<file path="src/rtl/prog_freq_divider_if.sv">
// Control and status bundle for prog_freq_divider. The master drives the
// divisor request and count enable; the slave (divider) returns its status.
interface prog_freq_divider_if #(
  parameter int WIDTH = 17
) ();

  // Request handshake: div_load is a one-cycle valid strobe with no ready.
  // The divider always accepts it on the edge where it is high; pending then
  // stays high until that request (or a later overwrite) is applied.
  logic             enable;
  logic [WIDTH-1:0] div_in;
  logic             mode_in;
  logic             div_load;

  logic             final_clk;
  logic             tick;
  logic             pending;
  logic             running;
  logic [WIDTH-1:0] count;

  modport master (
    output enable,
    output div_in,
    output mode_in,
    output div_load,
    input  final_clk,
    input  tick,
    input  pending,
    input  running,
    input  count
  );

  modport slave (
    input  enable,
    input  div_in,
    input  mode_in,
    input  div_load,
    output final_clk,
    output tick,
    output pending,
    output running,
    output count
  );

endinterface

</file>
<file path="src/rtl/prog_freq_divider.sv">
// Programmable clock divider with square/pulse output and glitch-free divisor
// changes: new settings are captured immediately but only take effect on a wrap.
module prog_freq_divider #(
  parameter int WIDTH      = 17,
  parameter int RESET_DIV  = 100000,
  parameter int RESET_MODE = 0
) (
  input  logic                 clk,
  input  logic                 reset,
  prog_freq_divider_if.slave   bus
);

  localparam logic [WIDTH-1:0] RST_DIV  = WIDTH'(RESET_DIV);
  localparam logic             RST_MODE = (RESET_MODE != 0);

  typedef enum logic {
    STOP = 1'b0,
    RUN  = 1'b1
  } state_t;

  localparam state_t RST_STATE = (RST_DIV != '0) ? RUN : STOP;

  state_t           state_q, state_d;
  logic [WIDTH-1:0] count_q, count_d;
  logic [WIDTH-1:0] act_div_q, act_div_d;
  logic [WIDTH-1:0] pend_div_q, pend_div_d;
  logic             act_mode_q, act_mode_d;
  logic             pend_mode_q, pend_mode_d;
  logic             pending_q, pending_d;
  logic             tick_q, tick_d;
  logic             sq_q, sq_d;
  logic             wrap;
  logic             apply;

  always_ff @(posedge clk or negedge reset) begin
    if (!reset) begin
      state_q     <= RST_STATE;
      count_q     <= '0;
      act_div_q   <= RST_DIV;
      act_mode_q  <= RST_MODE;
      pend_div_q  <= '0;
      pend_mode_q <= 1'b0;
      pending_q   <= 1'b0;
      tick_q      <= 1'b0;
      sq_q        <= 1'b0;
    end else begin
      state_q     <= state_d;
      count_q     <= count_d;
      act_div_q   <= act_div_d;
      act_mode_q  <= act_mode_d;
      pend_div_q  <= pend_div_d;
      pend_mode_q <= pend_mode_d;
      pending_q   <= pending_d;
      tick_q      <= tick_d;
      sq_q        <= sq_d;
    end
  end

  always_comb begin
    state_d     = state_q;
    count_d     = count_q;
    act_div_d   = act_div_q;
    act_mode_d  = act_mode_q;
    pend_div_d  = pend_div_q;
    pend_mode_d = pend_mode_q;
    pending_d   = pending_q;
    wrap        = 1'b0;
    apply       = 1'b0;

    case (state_q)
      RUN: begin
        wrap = bus.enable && (count_q == act_div_q - WIDTH'(1));
        if (bus.enable) begin
          count_d = wrap ? '0 : count_q + WIDTH'(1);
        end
        apply = pending_q && wrap;
      end
      default: begin
        // Stopped: counter parked at zero, a pending request applies at once.
        count_d = '0;
        apply   = pending_q;
      end
    endcase

    tick_d = wrap;
    sq_d   = sq_q ^ wrap;

    // Application uses the previously captured request; a coincident load
    // below becomes the next pending request.
    if (apply) begin
      act_div_d  = pend_div_q;
      act_mode_d = pend_mode_q;
      pending_d  = 1'b0;
      state_d    = (pend_div_q != '0) ? RUN : STOP;
    end

    if (bus.div_load) begin
      pend_div_d  = bus.div_in;
      pend_mode_d = bus.mode_in;
      pending_d   = 1'b1;
    end
  end

  assign bus.final_clk = act_mode_q ? tick_q : sq_q;
  assign bus.tick      = tick_q;
  assign bus.pending   = pending_q;
  assign bus.running   = (state_q == RUN);
  assign bus.count     = count_q;

endmodule

</file>
<file path="src/flat_wrapper.sv">
// flat-port wrapper written by rule: the top's interface ports become plain ports
module prog_freq_divider_flat 
#(
  parameter int WIDTH      = 17,
  parameter int RESET_DIV  = 100000,
  parameter int RESET_MODE = 0
)
  (clk, reset, bus_enable, bus_div_in, bus_mode_in, bus_div_load, bus_final_clk, bus_tick, bus_pending, bus_running, bus_count);
  prog_freq_divider_if #(.WIDTH(WIDTH)) bus_i ();
  input  logic clk;
  input  logic reset;
  input wire logic [$bits(bus_i.enable)-1:0] bus_enable;
  input wire logic [$bits(bus_i.div_in)-1:0] bus_div_in;
  input wire logic [$bits(bus_i.mode_in)-1:0] bus_mode_in;
  input wire logic [$bits(bus_i.div_load)-1:0] bus_div_load;
  output wire logic [$bits(bus_i.final_clk)-1:0] bus_final_clk;
  output wire logic [$bits(bus_i.tick)-1:0] bus_tick;
  output wire logic [$bits(bus_i.pending)-1:0] bus_pending;
  output wire logic [$bits(bus_i.running)-1:0] bus_running;
  output wire logic [$bits(bus_i.count)-1:0] bus_count;
  assign bus_i.enable = bus_enable;
  assign bus_i.div_in = bus_div_in;
  assign bus_i.mode_in = bus_mode_in;
  assign bus_i.div_load = bus_div_load;
  assign bus_final_clk = bus_i.final_clk;
  assign bus_tick = bus_i.tick;
  assign bus_pending = bus_i.pending;
  assign bus_running = bus_i.running;
  assign bus_count = bus_i.count;
  prog_freq_divider #(.WIDTH(WIDTH), .RESET_DIV(RESET_DIV), .RESET_MODE(RESET_MODE)) u_core (.clk(clk), .reset(reset), .bus(bus_i));
endmodule
</file>
<file path="config.mk">
export PLATFORM = sky130hd
export DESIGN_NAME = prog_freq_divider_flat
export DESIGN_NICKNAME = d
export VERILOG_FILES = /design/src/rtl/prog_freq_divider_if.sv /design/src/rtl/prog_freq_divider.sv /design/src/flat_wrapper.sv
export SDC_FILE = /design/constraint.sdc
export NUM_CORES = 1
export LEC_CHECK = 0
export BUFFER_PORTS_ARGS = -buffer_cell sky130_fd_sc_hd__buf_2
export CORE_ASPECT_RATIO = 1.1
export CORE_MARGIN = 2
export CORE_UTILIZATION = 52
export CTS_CLUSTER_DIAMETER = 30
export CTS_CLUSTER_SIZE = 40
export DETAILED_ROUTE_END_ITERATION = 8
export PLACE_DENSITY = 0.76
export RECOVER_POWER = 50
export SYNTH_ARGS = -nofsm -noshare
export SYNTH_HDL_FRONTEND = slang
export SYNTH_SLANG_ARGS = --single-unit
</file>
<file path="constraint.sdc">
create_clock -name clk -period 3.2 [get_ports clk]
set_input_delay 0.48 -clock clk [delete_from_list [all_inputs] [get_ports clk]]
set_output_delay 0.48 -clock clk [all_outputs]
set_load 0.05 [all_outputs]
</file>
==> summary.md <==
| Metric | Value |
|---|---|
| Status | `finished, violations left` |
| Failing checks | `max-capacitance violations, max-slew violations` |
| Drt pass-1 iters | `4` |
| Depth of the worst hold-timing path | `2` |
| CTS Buf Count | `9` |
| Slew @ Worst Pin | `1740 ps` |
| Routed Antenna Nets | `0` |
| Clk sinks | `57` |
| Mapped Cells | `about 280` |
| Static leakage | `1.79 nW` |
| DR WL/cell | `between 15 and 20 um` |
| Sequential area share after synthesis | `0.457` |
| Clk_lat worst skew | `350 ps` |
| Total Power | `about 2 mW` |
| Via count | `2,379` |
| CP Launch Point | `u_core.act_div_q[1]$_DFFE_PN0P_` |
| Post-synthesis async set-or-reset flop share | `1.00` |
| R2R Path End | `u_core.act_div_q[13]$_DFFE_PN0P_` |
| Syn. warnings | `0` |
| Final HPWL DP | `between 4000 and 5000 um` |
| Setup violations, final | `0` |
| CP Data Arrival Time | `3340 ps` |
| Final min period | `3110 ps` |
| CTS HTree Levels | `3` |
| Endpoint class of the critical path | `flop` |
| Synth top area share | `0.399` |
| Clk_skew | `~11 ps` |
| Final Hold Vio Count | `0` |
| Clk slew on worst S/H paths | `70 ps` |
| VDD IR-drop max | `between 0.0003 and 0.0004 V` |
| DRC | `0` |
| Initial DRC Count | `153` |
| Hold Startpoint | `bus_div_in[12]` |
| Synthesis-stage register bit count | `57` |
| Longest Clk Path Bufs | `2` |
| Place WS | `88.0 ps` |
| WL final | `6780 um` |
| CTS tree | `done` |
| Final-stage net count | `360` |
| Vias in the first global route | `2,289` |
| Layout cells sized above 1 | `0.355` |
| PortBufs | `42` |
| Die Area | `0.00667 mm2` |
| Vias per Instance | `5.69` |
| Gr usage total | `0.219` |
| Synth Flop Type | `dfrtp_1` |
| Tcrit/Tclk final | `0.973` |
| I/O pin cnt | `43` |
| Placer Congestion | `0.954` |
| Fmax achieved | `approximately 320 MHz` |
| Final WS setup | `87.1 ps` |
| Worst reg-to-reg setup slack | `90 ps` |
| First-pass GRT wire length | `between 10,000 and 15,000 um` |
| Largest net degree at the start of global routing | `35` |
| Final slew viol count | `35` |
| Row cnt | `29` |
| Post-Syn Area | `between 0.003 and 0.004 mm2` |
| Crit path max fanout | `18` |
| Pwr/cell area | `528 mW/mm2` |
| Die span in y | `85.5 um` |
| Slew headroom | `-0.158` |
| Post-synth top area cell | `dfrtp_1` |
| WS Path Type | `reg -> reg` |
| Die width | `about 80 um` |
| P&R area growth vs syn | `18.7%` |
| Req. time, crit path | `roughly 3400 ps` |
| Syn nets | `308` |
| Synthesized area per cell | `11.0 um2` |
| Initial Util | `0.541` |
| RR Startpoint | `u_core.act_div_q[1]$_DFFE_PN0P_` |
| Worst hold path type | `in -> reg` |
| Diodes inserted | `0` |
| Core Area | `roughly 0.0058 mm2` |
| Synth cell types | `46` |
| Max-Cap Viols | `1` |
| Number of flops mapped to enable cells by yosys | `0` |
| Gr ovfl total | `0` |
| Synth area leaders | `dfrtp_1 40%, mux2_2 10%, dfstp_2 5.9%` |
| Initial antenna violation count | `0` |
| Crit start category | `flop` |
| Root Driver | `clkbuf_8` |
| Worst reg2reg path depth | `10` |
| Hold path endpoint | `u_core.pend_div_q[12]$_DFFE_PN0P_` |
-- cell usage in the layout (no fill, tap or decap), types with 2 or more instances in the layout --
cell        netlist  routed
a21oi_1           6       6
or4_1             6       6
a211oi_1          2       2
nor4b_1           2       2
mux2_2           28      28
nand3_1           8       8
buf_2             0      40
xor2_1           19      19
dfstp_2           7       7
inv_2             0       2
mux2_4           10      10
inv_1             9       7
xnor2_1          18      18
o21ai_0           3       3
o211ai_1          4       4
and2_1            2       2
or3_1             2       2
dfrtp_1          50      50
nand3b_1          3       3
buf_4             0      10
nor4_1            9       8
clkbuf_1         11       4
nand4_1           6       6
o311ai_0          2       2
nand2_1          10      10
bufinv_16         0       2
nor2_1           26      26
and3_1            4       4
clkinvlp_4        0       2
nor3_1           10      10
nand2b_1          3       3
o2111ai_1         2       2
or4bb_1           2       2
clkbuf_8          0      11
-- layout make-up --
class | instances | area [um2]
Fill cell | 493 | 2080
Multi-Input combinational cell | 205 | 1620
Sequential cell | 57 | 1440
Timing Repair Buffer | 54 | 307
Clock buffer | 12 | 155
Tap cell | 77 | 96.3
Clock inverter | 4 | 75.1
Inverter | 9 | 33.8
-- where the power goes --
part           leakage, nW  switching, mW  internal, mW
Clock                0.109          0.304         0.481
Sequential           0.715         0.0742         0.774
Combinational        0.968          0.213         0.122
Total                 1.79          0.591          1.38
-- how the worst max path moves through the flow --
| stage | endpoint |
|---|---|
| CTS | u_core.act_mode_q$_DFFE_PN0P_ |
| finish | u_core.act_div_q[13]$_DFFE_PN0P_ |
| global route | u_core.act_div_q[1]$_DFFE_PN0P_ |
| detailed placement | u_core.act_mode_q$_DFFE_PN0P_ |
| floorplan | u_core.act_div_q[0]$_DFFE_PN0P_ |
| global placement | u_core.act_div_q[1]$_DFFE_PN0P_ |
-- critical path: stages (launching register included) --
cell and delay (ps):
dfrtp_1 440, inv_2 100, ha_4 160, or3b_2 540, or3_1 370, a32oi_1 160
nand4_1 180, o41ai_4 480, nand2_4 90, buf_12 170, mux2_4 290
-- stage by stage --
stage	cell area [um2]	std cells	hold WS, ps	utilization	setup TNS, ps
2_1_floorplan	3160	284	184	-	0
3_3_place_gp	3480	401	451	0.599	0
3_5_place_dp	3480	401	470	0.599	0
4_1_cts	3710	417	210	0.638	0
5_1_grt	3730	418	361	0.642	-6.45
6_report	3730	418	361	0.642	0
-- synthesized netlist by cell type (8+ instances only) --
| master | number |
|---|---|
| dfrtp_1 | 50 |
| mux2_2 | 28 |
| nor2_1 | 26 |
| xor2_1 | 19 |
| xnor2_1 | 18 |
| clkbuf_1 | 11 |
| mux2_4 | 10 |
| nand2_1 | 10 |
| nor3_1 | 10 |
| inv_1 | 9 |
| nor4_1 | 9 |
| nand3_1 | 8 |
-- repair_timing --
action                     in CTS  in global routing
setup buffers                   0                  1
gates resized for setup         0                  1
hold buffers                    0                  0
setup endpoints to repair       0                 19
-- metal layers --
metal	vias up	global-route usage	part of all wire
met1	1154	0.294	0.46
li1	1138	-	-
met4	0	0.0989	0.017
met2	74	0.346	0.47
met3	13	0.0415	0.046
met5	-	0	0
-- cells by family (layout without fill, tap and decap cells) --
kind of cell / count (synthesis) / after routing / synth area share
AO/OA/AOI/OAI: 29 / 29 / 0.0762
AND/OR/NAND/NOR: 98 / 98 / 0.173
flip-flops: 57 / 57 / 0.457
buffers and inverters: 22 / 79 / 0.0311
multiplexers: 39 / 39 / 0.152
XOR/XNOR: 37 / 37 / 0.103
adder cells (fa/ha/maj): 2 / 2 / 0.00797
Note: power is estimated with default switching activity, not from simulation.
